$ cat src/rtl/sc_lut_pkg.sv
// Shared definitions for blocks that share the sine/cosine LUT:
// width defaults, a clog2 helper, and the layout of one in-flight tag stage.
package sc_lut_pkg;

    localparam int ASZ_DEF = 10;
    localparam int DSZ_DEF = 14;
    localparam int LAT_DEF = 2;
    localparam int ID_W    = 3;   // wide enough for up to 8 requesters

    function automatic int clog2(input int n);
        int r;
        r = 0;
        for (int i = 0; i < 31; i++) begin
            if ((1 << i) < n) r = i + 1;
        end
        return r;
    endfunction

    typedef struct packed {
        logic            vld;
        logic [ID_W-1:0] id;
    } tag_t;

endpackage

$ cat src/rtl/rr_arbiter.sv
// Round-robin arbiter: one-hot combinational grant searching upward from ptr,
// pointer moves to one past the winner after every grant.
module rr_arbiter
    import sc_lut_pkg::*;
#(
    parameter int  NREQ = 4,
    localparam int PW   = clog2(NREQ)
) (
    input  logic            clk_i,
    input  logic            reset_i,
    input  logic [NREQ-1:0] req_i,
    output logic [NREQ-1:0] gnt_o,
    output logic [PW-1:0]   gnt_id_o
);

    logic [PW-1:0] ptr_q, ptr_d;
    logic          found;
    int            idx;
    logic [PW-1:0] idx_w;

    always_comb begin
        gnt_o    = '0;
        gnt_id_o = '0;
        found    = 1'b0;
        idx      = 0;
        idx_w    = '0;
        for (int k = 0; k < NREQ; k++) begin
            idx   = (int'(ptr_q) + k) % NREQ;
            idx_w = PW'(idx);
            if (!found && req_i[idx_w]) begin
                found        = 1'b1;
                gnt_o[idx_w] = 1'b1;
                gnt_id_o     = idx_w;
            end
        end
    end

    always_comb begin
        ptr_d = ptr_q;
        if (found) begin
            if (int'(gnt_id_o) == NREQ - 1) ptr_d = '0;
            else                            ptr_d = gnt_id_o + PW'(1);
        end
    end

    always_ff @(posedge clk_i) begin
        if (reset_i) ptr_q <= '0;
        else         ptr_q <= ptr_d;
    end

endmodule

$ cat src/rtl/sc_lut_arb.sv
// Shares one fixed-latency sin/cos LUT among NREQ requesters: round-robin
// address mux in front, tagged valid pipeline routing results back behind.
module sc_lut_arb
    import sc_lut_pkg::*;
#(
    parameter int NREQ = 4,
    parameter int asz  = ASZ_DEF,
    parameter int dsz  = DSZ_DEF,
    parameter int LAT  = LAT_DEF
) (
    input  logic                   clk,
    input  logic                   reset,
    input  logic [NREQ-1:0]        req_valid,
    input  logic [NREQ*asz-1:0]    req_addr,
    output logic [NREQ-1:0]        req_ready,
    output logic [asz-1:0]         lut_a,
    input  logic signed [dsz-1:0]  lut_d,
    output logic [NREQ-1:0]        rsp_valid,
    output logic signed [dsz-1:0]  rsp_data,
    output logic                   busy
);

    localparam int PW = clog2(NREQ);

    logic [PW-1:0]        gnt_id;
    logic                 xfer;
    tag_t [LAT-1:0]       tag_q, tag_d;

    rr_arbiter #(.NREQ(NREQ)) u_arb (
        .clk_i    (clk),
        .reset_i  (reset),
        .req_i    (req_valid),
        .gnt_o    (req_ready),
        .gnt_id_o (gnt_id)
    );

    assign xfer = |req_valid;

    // Grant is one-hot, so an OR of gated addresses is the mux; zero when idle.
    always_comb begin
        lut_a = '0;
        for (int i = 0; i < NREQ; i++) begin
            if (req_ready[i]) lut_a = lut_a | req_addr[i*asz +: asz];
        end
    end

    always_comb begin
        tag_d        = tag_q;
        tag_d[0].vld = xfer;
        tag_d[0].id  = ID_W'(gnt_id);
        for (int s = 1; s < LAT; s++) tag_d[s] = tag_q[s-1];
    end

    // Clearing tags on reset drops any LUT results still in flight.
    always_ff @(posedge clk) begin
        if (reset) tag_q <= '0;
        else       tag_q <= tag_d;
    end

    always_comb begin
        rsp_valid = '0;
        for (int i = 0; i < NREQ; i++) begin
            rsp_valid[i] = tag_q[LAT-1].vld && (tag_q[LAT-1].id == ID_W'(i));
        end
    end

    always_comb begin
        busy = 1'b0;
        for (int s = 0; s < LAT; s++) busy = busy | tag_q[s].vld;
    end

    assign rsp_data = lut_d;

endmodule

$ cat config.mk
export PLATFORM = sky130hd
export DESIGN_NAME = sc_lut_arb
export DESIGN_NICKNAME = d
export VERILOG_FILES = /design/src/rtl/sc_lut_pkg.sv /design/src/rtl/rr_arbiter.sv /design/src/rtl/sc_lut_arb.sv
export SDC_FILE = /design/constraint.sdc
export NUM_CORES = 1
export LEC_CHECK = 0
export CAP_MARGIN = 20
export CORE_UTILIZATION = 38
export DETAILED_ROUTE_END_ITERATION = 8
export HOLD_SLACK_MARGIN = 0.05
export PLACE_DENSITY_LB_ADDON = 0.05
export REMOVE_ABC_BUFFERS = 1
export SLEW_MARGIN = 20
export SYNTH_ARGS = -nofsm -noshare
export SYNTH_HDL_FRONTEND = slang
export SYNTH_SLANG_ARGS = --single-unit
$ cat constraint.sdc
create_clock -name clk -period 3.6 [get_ports clk]
set_input_delay 0.72 -clock clk [delete_from_list [all_inputs] [get_ports clk]]
set_output_delay 0.72 -clock clk [all_outputs]
set_load 0.05 [all_outputs]
==> load_flow_metrics.sql <==
INSERT INTO impl_metrics (metric_group, metric, value, unit) VALUES
('run_status', 'run_status', 'complete, no violations', ''),
('placed_design', 'port_buffers', '64', ''),
('pwr', 'leakage', '1.06', 'nW'),
('synth', 'yosysTopAreaCell', 'a22oi_1', ''),
('pwr', 'power-per-cell-area', '1110', 'nW/um^2'),
('die', 'floorplan.die_area', '4340', 'sq um'),
('die', 'fp.dieH', '65.9', 'um'),
('clock_network', 'clock_sinks', '8', ''),
('finish', 'final_layout_net_count', '341', ''),
('clock_network', 'cts-root-to-sink-buffers', '2', ''),
('finish', 'antenna_fix_cells', '0', ''),
('synth', 'synth_async_sr_flop_share', '0', '%'),
('setup_path', 'critical_path.max_fanout', '9', ''),
('detailed_routing', 'drt_pre_antenna_iters', '5', ''),
('setup_path', 'timing.critical_path.required', '2.88', 'ns'),
('global_route', 'grt_start_max_net_pins', '24', ''),
('synth', 'synth_cell_types', '38', ''),
('clock_network', 'post_cts_hold_buffer_count', '0', ''),
('synth', 'synth_seq_area_share', '10.3', '%'),
('detailed_routing', 'routed-wl-met3', '502', 'um'),
('die', 'row_count', '22', ''),
('placed_design', 'placed_area', '2360', 'sq um'),
('timing', 'tightest_slew', '0.772', 'ns'),
('setup_path', 'timing.critical_path.arrival', '2.74', 'ns'),
('synth', 'postSynthAreaPerCell', '7.24', 'sq um'),
('timing', 'fin_crit_sh', '96.2', '%'),
('setup_path', 'path_cells', 'inv_1, ha_1, mux4_2, or3b_1, a21oi_2, buf_4, a22oi_1, nand3_1, buf_12', ''),
('timing', 'max-slew-margin-rel', '48.1', '%'),
('setup_path', 'startpoint_type', 'flip-flop', ''),
('timing', 'finalWorstPathRequiredPeriod', '3.46', 'ns'),
('global_route', 'grt-ovfl-total', '0', ''),
('job', 'cap_violations', '0', ''),
('detailed_routing', 'drt-total-wl', '5.47', 'mm'),
('die', 'i_o_pins', '93', ''),
('timing', 'rsz0062_at_grt', 'no', ''),
('finish', 'layout.cell_area.non_filler', '2550', 'sq um'),
('global_route', 'groute.usage.overall', '23.5', '%'),
('timing', 'drv_slew', '0', ''),
('detailed_routing', 'met2RoutedLength', '2.58', 'mm'),
('global_route', 'grt_first_pass_wirelength', '8.01', 'mm'),
('placed_design', 'dp_hpwl', '3.77', 'mm'),
('placed_design', 'final_estimated_routing_congestion_in_global_placement', '0.833', ''),
('clock_network', 'clock_tree.root_cell', 'clkbuf_8', ''),
('clock_network', 'clk_latency', '0.23', 'ns'),
('synth', 'synth_cells', '214', ''),
('detailed_routing', 'residual_drc', '0', ''),
('detailed_routing', 'highest-signal-layer', 'met4', ''),
('synth', 'synth_area', '1550', 'sq um'),
('die', 'initial_utilization', '40.8', '%'),
('synth', 'largest_cells_by_area_after_synthesis', 'a22oi_1, dfxtp_1, buf_4, a222oi_1, nand2_1', ''),
('setup_path', 'worst_path_max_delay_cell', 'ha_1', ''),
('synth', 'yosysWarningCount', '0', ''),
('setup_path', 'timing.setup.critical_path_class', 'reg2out', ''),
('synth', 'primary_ff_master_synth', 'dfxtp_1', ''),
('detailed_routing', 'wire_per_inst', '17.0', 'um'),
('detailed_routing', 'vias', '2031', ''),
('detailed_routing', 'initial_drc_count', '259', ''),
('global_route', 'antenna_found_initial', '0', ''),
('die', 'die_width', '65.9', 'um'),
('die', 'core_region_area', '3800', 'sq um'),
('global_route', 'first_global_vias', '1761', ''),
('detailed_routing', 'drt-vias-per-instance', '6.33', ''),
('timing', 'fmax', '0.289', 'GHz'),
('placed_design', 'dpl_ws', '0.00238', 'ns'),
('synth', 'synth_enable_flop_cells', '0', ''),
('detailed_routing', 'detail-route-antenna-nets', '0', ''),
('synth', 'synth_top_area_share', '14.5', '%'),
('setup_path', 'timing.critical_path.to_type', 'output pin', ''),
('pwr', 'vdd.ir_drop.worst', '742', 'uV'),
('finish', 'final_core_util', '67.3', '%'),
('finish', 'area_growth_syn_to_layout', '64.8', '%'),
('hold_path', 'worst_hold_path_type', 'reg2reg', ''),
('clock_network', 'clock_pin_slew_of_the_registers_on_the_worst_case_setup_and_hold_paths', '0.04', 'ns'),
('timing', 'fin_worst_skew', '0.00605', 'ns'),
('timing', 'setup_viol_count_final', '0', ''),
('timing', 'report.final.hold_viol_count', '0', ''),
('clock_network', 'clock_tree_from_tritoncts', 'built', ''),
('detailed_routing', 'met1Wirelength', '2.34', 'mm'),
('pwr', 'p_total', '0.00283', 'W'),
('synth', 'synth_seq_cells', '8', ''),
('timing', 'setup_ws', '0.138', 'ns'),
('setup_path', 'cp_slowest_stage_delay', '0.48', 'ns'),
('clock_network', 'cts_inserted_buffers', '3', ''),
('finish', 'layout-drive-gt1-share', '24.5', '%'),
('clock_network', 'h-tree-depth', '1', '');
[registers in the layout (all words and copies together), names as in the netlist]
signal and cells:
tag_q 3, tag_d 3, u_arb.ptr_q 2
[final cells by class]
cell class | count | area [sq um]
clock buffer | 3 | 41.3
tap | 48 | 60.1
inverter | 6 | 22.5
fill | 336 | 1240
timing repair buffer | 92 | 1040
multi-input combinational | 164 | 1230
sequential | 8 | 160
[through the flow]
step,hold WS (ns),std cells,TNS (ns)
after floorplan,0.414,178,-1.06
after global routing,0.451,321,0
after CTS,0.451,315,-0.00125
after detailed placement,0.428,312,0
final,0.447,321,0
after global placement,0.416,312,0
[placed cells by master, fill, tap and decap left out, types with 2 or more instances in the layout]
cell | netlist | final
clkdlybuf4s50_1 | 0 | 46
a22oi_1 | 30 | 30
nand2_1 | 26 | 26
buf_4 | 14 | 23
nor2_1 | 18 | 18
buf_12 | 0 | 16
a222oi_1 | 10 | 10
a221oi_2 | 0 | 10
nand3_1 | 10 | 8
dfxtp_1 | 8 | 8
inv_1 | 6 | 6
nor2b_1 | 6 | 6
a21oi_1 | 8 | 6
ha_1 | 6 | 6
or3b_1 | 5 | 5
mux2i_1 | 4 | 4
dlymetal6s2s_1 | 0 | 4
mux4_2 | 3 | 3
a21oi_2 | 1 | 3
a21o_1 | 3 | 3
clkbuf_8 | 0 | 3
buf_6 | 3 | 3
nand3b_1 | 2 | 2
nor3_1 | 2 | 2
a221o_1 | 2 | 2
nand3_2 | 0 | 2
a2bb2oi_1 | 2 | 2
a211oi_1 | 2 | 2
[path summary, 6_finish.rpt]
| check | from | end | slack (ns) | cells past startpoint |
|---|---|---|---|---|
| worst max-delay path | u_arb.ptr_q[1] | lut_a[7] | 0.14 | 9 |
| worst min-delay path | tag_d[4] | tag_q[4] | 0.45 | 1 |
| worst max register to register | u_arb.ptr_q[0] | u_arb.ptr_q[0] | 0.94 | 11 |
| worst min register to register | tag_d[4] | tag_q[4] | 0.45 | 1 |
[cell usage after synthesis, drive strengths merged, types with 2 or more instances]
cell and number:
a21o 3, or2 2, nor3 2, a222oi 10
a22oi 31, a2bb2oi 2, a221oi 10, dfxtp 8
clkbuf 12, nor2b 6, nand2 26, a2111oi 2
inv 6, a211oi 2, o21ai 2, buf 24
nand3b 2, mux2i 4, ha 6, mux4 3
a221o 2, nor2 18, nand3 10, a21oi 9
or3b 5
[logic make-up (layout without fill, tap and decap cells)]
group           count (synthesis)  in the layout  synth area share [%]
mux                             8              8                  7.67
buf+inv                        42            101                  15.6
compound gates                 75             75                  38.3
simple gates                   75             75                  23.2
fa+ha+maj                       6              6                  4.84
flops                           8              8                  10.3
[power breakdown]
part | internal, W | total (W) | switching (W)
Clock | 0.0000726 | 0.000109 | 0.0000369
Sequential | 0.000114 | 0.000124 | 0.0000105
Combinational | 0.00119 | 0.00259 | 0.00140
[layer usage]
metal	up-vias	global-route usage [%]
met5	-	4.17
met4	0	7.61
met3	4	5.52
met2	124	39.0
met1	965	29.1
li1	938	-
[repair_timing]
action / in CTS / in global routing
gates cloned: 0 / 2
pin swaps: 2 / 12
endpoints found under the setup margin: 2 / 14
hold endpoints to repair: 0 / 0
setup buffers: 0 / 4
resized for setup: 2 / 27
[critical path: cells and delay by family, from the launching register on]
family	cells	cell delay, ns
buf+inv	3	0.43
flops	1	0.32
fa+ha+maj	1	0.48
simple gates	2	0.56
mux	1	0.43
compound gates	2	0.28
No activity file was read; power rests on OpenSTA's default activity.
